**config.mk**
```make
export PLATFORM = sky130hd
export DESIGN_NAME = nettlp_rx_parser
export DESIGN_NICKNAME = d
export VERILOG_FILES = /design/src/rtl/nettlp_rx_parser.sv
export SDC_FILE = /design/constraint.sdc
export NUM_CORES = 1
export LEC_CHECK = 0
export CAP_MARGIN = 20
export CORE_MARGIN = 3
export CORE_UTILIZATION = 25
export CTS_CLUSTER_DIAMETER = 80
export DETAILED_ROUTE_END_ITERATION = 8
export GPL_ROUTABILITY_DRIVEN = 0
export HOLD_SLACK_MARGIN = 0.05
export PLACE_DENSITY = 0.65
export SKIP_LAST_GASP = 1
export SYNTH_ARGS = -nofsm -noshare
export SYNTH_HDL_FRONTEND = slang
export SYNTH_SLANG_ARGS = --single-unit
```
**constraint.sdc**
```tcl
create_clock -name clk156 -period 1.8 [get_ports clk156]
set_input_delay 0.36 -clock clk156 [delete_from_list [all_inputs] [get_ports clk156]]
set_output_delay 0.36 -clock clk156 [all_outputs]
set_load 0.005 [all_outputs]
```
**src/rtl/nettlp_rx_parser.sv**
```systemverilog
// nettlp_rx_parser
//   Receive-side NetTLP parser. Checks the 48-byte Eth/IPv4/UDP/NetTLP header
//   (six qwords) arriving on the 10G MAC RX AXI-Stream, extracts the NetTLP
//   seq/tstamp and the UDP port class, then passes the TLP payload straight
//   through to the PCIe side. Malformed or foreign frames are discarded whole.
//
//   Optional build macro: NETTLP_RX_STATS_EN
//     defined   -> drop_cnt / pkt_cnt are live 32-bit wrapping counters
//     undefined -> no counter registers, drop_cnt / pkt_cnt tied to zero
//
// Ports
//   clk156, eth_rst_n           : 156.25 MHz clock, async active-low reset
//   s_axis_*                    : RX stream from MAC (tuser = frame error on tlast)
//   m_axis_*                    : TLP payload stream, MAC byte order unchanged
//   hdr_valid                   : 1-cycle pulse when a header has been accepted
//   hdr_seq/hdr_tstamp/hdr_is_mr: sideband, held until the next accepted header
//   drop_cnt / pkt_cnt          : discarded / accepted frame counters

module nettlp_rx_parser #(
    parameter logic [15:0] UDP_PORT_CPL  = 16'h3000,
    parameter logic [15:0] UDP_PORT_MR   = 16'h4000,
    parameter logic        MATCH_DADDR   = 1'b0,
    parameter logic [31:0] LOCAL_IP_ADDR = 32'h0
) (
    input  logic        clk156,
    input  logic        eth_rst_n,

    input  logic        s_axis_tvalid,
    output logic        s_axis_tready,
    input  logic [63:0] s_axis_tdata,
    input  logic [7:0]  s_axis_tkeep,
    input  logic        s_axis_tlast,
    input  logic        s_axis_tuser,

    output logic        m_axis_tvalid,
    input  logic        m_axis_tready,
    output logic [63:0] m_axis_tdata,
    output logic [7:0]  m_axis_tkeep,
    output logic        m_axis_tlast,
    output logic        m_axis_tuser,

    output logic        hdr_valid,
    output logic [15:0] hdr_seq,
    output logic [31:0] hdr_tstamp,
    output logic        hdr_is_mr,

    output logic [31:0] drop_cnt,
    output logic [31:0] pkt_cnt
);

    typedef enum logic [1:0] {
        ST_HDR,
        ST_PAYLOAD,
        ST_DROP
    } state_t;

    state_t      r_state;
    state_t      w_state_nxt;
    logic [2:0]  r_idx;
    logic [2:0]  w_idx_nxt;

    logic [63:0] w_rev;
    logic [15:0] w_udp_dest;
    logic        w_chk_ok;
    logic        w_hdr_beat;
    logic        w_hdr_done;
    logic        w_pay_last;

    logic        r_is_mr_pend;
    logic        r_hdr_valid;
    logic [15:0] r_hdr_seq;
    logic [31:0] r_hdr_tstamp;
    logic        r_hdr_is_mr;

    // Byte-reverse the beat so the first wire byte lands in [63:56].
    always_comb begin
        w_rev = '0;
        for (int unsigned i = 0; i < 8; i++) begin
            w_rev[8*i +: 8] = s_axis_tdata[8*(7-i) +: 8];
        end
    end

    assign w_udp_dest = w_rev[31:16];

    // Per-qword header check; qwords without a rule always pass.
    always_comb begin
        case (r_idx)
            3'd1:    w_chk_ok = (w_rev[31:16] == 16'h0800) &&
                                (w_rev[15:12] == 4'd4) &&
                                (w_rev[11:8]  == 4'd5);
            3'd2:    w_chk_ok = (w_rev[7:0] == 8'h11);
            3'd3:    w_chk_ok = !MATCH_DADDR ||
                                (w_rev[15:0] == LOCAL_IP_ADDR[31:16]);
            3'd4:    w_chk_ok = ((w_udp_dest == UDP_PORT_CPL) ||
                                 (w_udp_dest == UDP_PORT_MR)) &&
                                (!MATCH_DADDR ||
                                 (w_rev[63:48] == LOCAL_IP_ADDR[15:0]));
            default: w_chk_ok = 1'b1;
        endcase
    end

    assign w_hdr_beat = (r_state == ST_HDR) && s_axis_tvalid;
    assign w_hdr_done = w_hdr_beat && (r_idx == 3'd5) && w_chk_ok && !s_axis_tlast;
    assign w_pay_last = (r_state == ST_PAYLOAD) && s_axis_tvalid &&
                        m_axis_tready && s_axis_tlast;

    // State register
    always_ff @(posedge clk156 or negedge eth_rst_n) begin
        if (!eth_rst_n) begin
            r_state <= ST_HDR;
            r_idx   <= '0;
        end else begin
            r_state <= w_state_nxt;
            r_idx   <= w_idx_nxt;
        end
    end

    // Next-state logic
    always_comb begin
        w_state_nxt = r_state;
        w_idx_nxt   = r_idx;
        case (r_state)
            ST_HDR: begin
                if (s_axis_tvalid) begin
                    if (s_axis_tlast) begin
                        // Runt or failed last beat: frame is over, restart.
                        w_idx_nxt = '0;
                    end else if (!w_chk_ok) begin
                        w_state_nxt = ST_DROP;
                        w_idx_nxt   = '0;
                    end else if (r_idx == 3'd5) begin
                        w_state_nxt = ST_PAYLOAD;
                        w_idx_nxt   = '0;
                    end else begin
                        w_idx_nxt = r_idx + 3'd1;
                    end
                end
            end
            ST_PAYLOAD: begin
                if (w_pay_last) begin
                    w_state_nxt = ST_HDR;
                    w_idx_nxt   = '0;
                end
            end
            ST_DROP: begin
                if (s_axis_tvalid && s_axis_tlast) begin
                    w_state_nxt = ST_HDR;
                    w_idx_nxt   = '0;
                end
            end
            default: begin
                w_state_nxt = ST_HDR;
                w_idx_nxt   = '0;
            end
        endcase
    end

    // Output logic: payload is gated so outputs stay zero outside PAYLOAD.
    always_comb begin
        s_axis_tready = 1'b1;
        m_axis_tvalid = 1'b0;
        m_axis_tdata  = '0;
        m_axis_tkeep  = '0;
        m_axis_tlast  = 1'b0;
        m_axis_tuser  = 1'b0;
        if (r_state == ST_PAYLOAD) begin
            s_axis_tready = m_axis_tready;
            m_axis_tvalid = s_axis_tvalid;
            m_axis_tdata  = s_axis_tdata;
            m_axis_tkeep  = s_axis_tkeep;
            m_axis_tlast  = s_axis_tlast;
            m_axis_tuser  = s_axis_tuser & s_axis_tlast;
        end
    end

    // Sideband capture. The port class is seen at q4 but only published
    // together with seq/tstamp once q5 completes, so a frame rejected later
    // never disturbs the held sideband.
    always_ff @(posedge clk156 or negedge eth_rst_n) begin
        if (!eth_rst_n) begin
            r_is_mr_pend <= 1'b0;
            r_hdr_valid  <= 1'b0;
            r_hdr_seq    <= '0;
            r_hdr_tstamp <= '0;
            r_hdr_is_mr  <= 1'b0;
        end else begin
            r_hdr_valid <= w_hdr_done;
            if (w_hdr_beat && (r_idx == 3'd4)) begin
                r_is_mr_pend <= (w_udp_dest == UDP_PORT_MR);
            end
            if (w_hdr_done) begin
                r_hdr_seq    <= w_rev[47:32];
                r_hdr_tstamp <= w_rev[31:0];
                r_hdr_is_mr  <= r_is_mr_pend;
            end
        end
    end

    assign hdr_valid  = r_hdr_valid;
    assign hdr_seq    = r_hdr_seq;
    assign hdr_tstamp = r_hdr_tstamp;
    assign hdr_is_mr  = r_hdr_is_mr;

`ifdef NETTLP_RX_STATS_EN
    logic [31:0] r_drop_cnt;
    logic [31:0] r_pkt_cnt;
    logic        w_drop_evt;

    // One drop per frame: either the failing header beat or a runt's tlast.
    assign w_drop_evt = w_hdr_beat && (!w_chk_ok || s_axis_tlast);

    always_ff @(posedge clk156 or negedge eth_rst_n) begin
        if (!eth_rst_n) begin
            r_drop_cnt <= '0;
            r_pkt_cnt  <= '0;
        end else begin
            if (w_drop_evt) begin
                r_drop_cnt <= r_drop_cnt + 32'd1;
            end
            if (w_pay_last) begin
                r_pkt_cnt <= r_pkt_cnt + 32'd1;
            end
        end
    end

    assign drop_cnt = r_drop_cnt;
    assign pkt_cnt  = r_pkt_cnt;
`else
    assign drop_cnt = '0;
    assign pkt_cnt  = '0;
`endif

endmodule

```
==> flow_summary.ini <==
[timing]
clock_skew_ns = 0.0106
fin_hold_ws_ns = 0.0752
worst_slack_ns = -0.151
worstMarginPinSlew_ns = 0.610
max-slew-margin-rel = 0.593
setup_viol = 112
finalHoldViolCount = 0
fmax_mhz = 513
slew_violations = 0
rsz0062_at_grt = yes
min_period_ns = 1.95
period_share = 1.08

[global_routing]
track_usage = 0.145
first_global_vias = 3269
antenna_found_initial = 0
busiest_layer = met2
grt_overflow = 0
grt_pass1_wl_mm = 18.4
grt_max_degree = 33
grt_use_met2 = 0.280
grtUsageMet1 = 0.168
grt_util_met3 = 0.0197

[die]
start_util = 0.261
core_sq_um = 13500
die_w_um = 125
io_pins = 268
die_h_um = 125
fp-row-count = 42
die_area_sq_um = 15500

[logic_synthesis]
postSynthCellCount = 311
ys_seq_area_frac = 0.398
synth_area_leader_cell = dfrtp_1
yosys-top-cells-area = dfrtp_1 40%, mux2_4 20%, buf_4 14%
synth_warnings = 0
ys_async_sr_fraction = 1.00
synth_area_sq_um = 3520
synth-edff-count = 0
syn_avg_cell_area_sq_um = 11.3
synth_top_area_share = 0.398
synthDistinctLibCells = 37
ys.flop_type = dfrtp_1
ys_ff_latch = 56

[placement]
placed_cells = 737
numPortBuffers = 203
dp_hpwl_mm = 8.86
dpl-instance-area_sq_um = 5970

[clock_network]
cts_buffers = 5
cts_buffer_depth = 2
path_clk_slew_ns = 0.08
htree_levels = 2
insertion_delay_ns = 0.29
cts_tree = yes
ctsHoldBuffers = 0
cts_root_buffer = clkbuf_16
cts_sinks = 56

[final_layout]
nFillCells = 1200
final_cell_mix = 109 x clkdlybuf4s50_1, 64 x conb_1, 63 x buf_4, 56 x dfrtp_1, 55 x and2_1
layout_commonest_cell = clkdlybuf4s50_1
nNetsFinal = 662
final_layout_size_suffix_gt1_frac = 0.417
syn_to_final_growth_pct = 79.3
multi_input_area_sq_um = 1940
register_area_sq_um = 1400
final_area_sq_um = 6310
finalNonFillerCells = 761
diodes = 0

[power_and_ir_drop]
leakagePower_uw = 0.00339
irDropWorstVdd_mv = 0.333
powerDensity_nw_per_um2 = 476
power.total_uw = 3010

[worst_setup_path]
required_ns = 1.44
end_kind = output pin
critPathSlowestCell = dfrtp_1
slowest_delay_ns = 0.39
worstPathCellList = nor2b_4 -> buf_12 -> buf_12 -> buf_8 -> buf_6 -> and3_4 -> buf_6
cp-start-kind = flop
critical_path_arrival_ns = 1.59
crit_type = flop to output pin
worstRegToRegCells = 5
crit_path_max_fanout = 8

[status]
failed_checks = negative setup slack
status = finished with violations

[detailed_routing]
drc = 0
drt_iter0_drc = 148
ant_nets = 0
wire_per_inst_um = 16.0
num_vias = 3104
drt-vias-per-instance = 4.08
first_pass_iters = 4
drt-total-wl_mm = 12.2

[worst_hold_path]
hp-class = input pin to async pin

[flow_run]
drv_cap = 0
-- area by class of cell --
cell class,count,share of cell area
multi-input cells,237,0.307
inverters,3,0.00178
repair buffers,281,0.407
clock buffers,5,0.0198
flip-flops and latches,56,0.222
clock inverters,3,0.00753
well taps,176,0.0349
-- worst max-delay path, delay by kind of cell (launching register included) --
family                 cells  cell delay (ns)
and+or+nand+nor            2             0.31
buffers and inverters      5             0.60
DFF                        1             0.39
-- synthesized netlist by cell type, drive strengths merged (2+ instances only) --
cell and count:
buf 71, nor4b 5, and2 74, mux2 49
nand3b 3, dfrtp 56, clkbuf 7, nor2b 2
inv 3, a22oi 2, a21oi 4, and3b 2
nor4 3, nor3b 3, o21ai 3, nor2 3
nand2 6
-- logic make-up after synthesis --
| family | Yosys count | share of synthesized area |
|---|---|---|
| buffers and inverters | 81 | 0.166 |
| xor gates and xnor gates | 1 | 0.00249 |
| other | 1 | 0.00106 |
| and+or+nand+nor | 109 | 0.199 |
| DFF | 56 | 0.398 |
| AOI/OAI and AO/OA | 14 | 0.0259 |
| muxes | 49 | 0.208 |
-- registers in the layout, indices dropped and copies added (netlist names) --
| signal | flops |
|---|---|
| hdr_valid | 1 |
| hdr_tstamp | 32 |
| hdr_seq | 16 |
| r_idx | 3 |
| r_is_mr_pend | 1 |
| r_state | 2 |
| hdr_is_mr | 1 |
-- timing repair --
action	in CTS	in global routing
pin swaps	9	9
setup buffers	13	3
gates resized for setup	330	52
setup endpoints to repair	128	129
gates cloned	4	2
-- where the power goes --
part	total, uW	internal [uW]	switching (uW)
clock network	1140	663	481
registers	1290	1270	13.6
logic	575	321	253
-- final timing paths --
check	start	to	slack, ns
hold reg to reg	r_is_mr_pend$_DFFE_PN0P_	r_is_mr_pend$_DFFE_PN0P_	0.51
hold / removal	eth_rst_n	hdr_tstamp[19]$_DFFE_PN0P_	0.08
max in group asynchronous	eth_rst_n	hdr_tstamp[30]$_DFFE_PN0P_	1.14
setup / recovery	r_state[0]$_DFFE_PN0P_	m_axis_tuser	-0.15
min in group clk156	s_axis_tdata[34]	hdr_tstamp[26]$_DFFE_PN0P_	0.47
setup reg to reg	r_state[1]$_DFFE_PN0P_	hdr_tstamp[7]$_DFFE_PN0P_	-0.15
-- routing by layer --
layer	part of all wire	vias up
met1	0.39	1503
met5	0	-
met2	0.54	148
met4	0.0084	0
met3	0.057	6
li1	-	1447
-- per-stage QoR --
step	TNS, ns	util	setup slack (ns)
after detailed placement	-29.01	0.442	-0.653
after floorplan	0	-	0.0323
final	-9.95	0.467	-0.151
after CTS	-10.87	0.458	-0.160
after global routing	-15.71	0.467	-0.209
after global placement	-28.09	0.442	-0.485
Power figures use the tool's default switching activity.
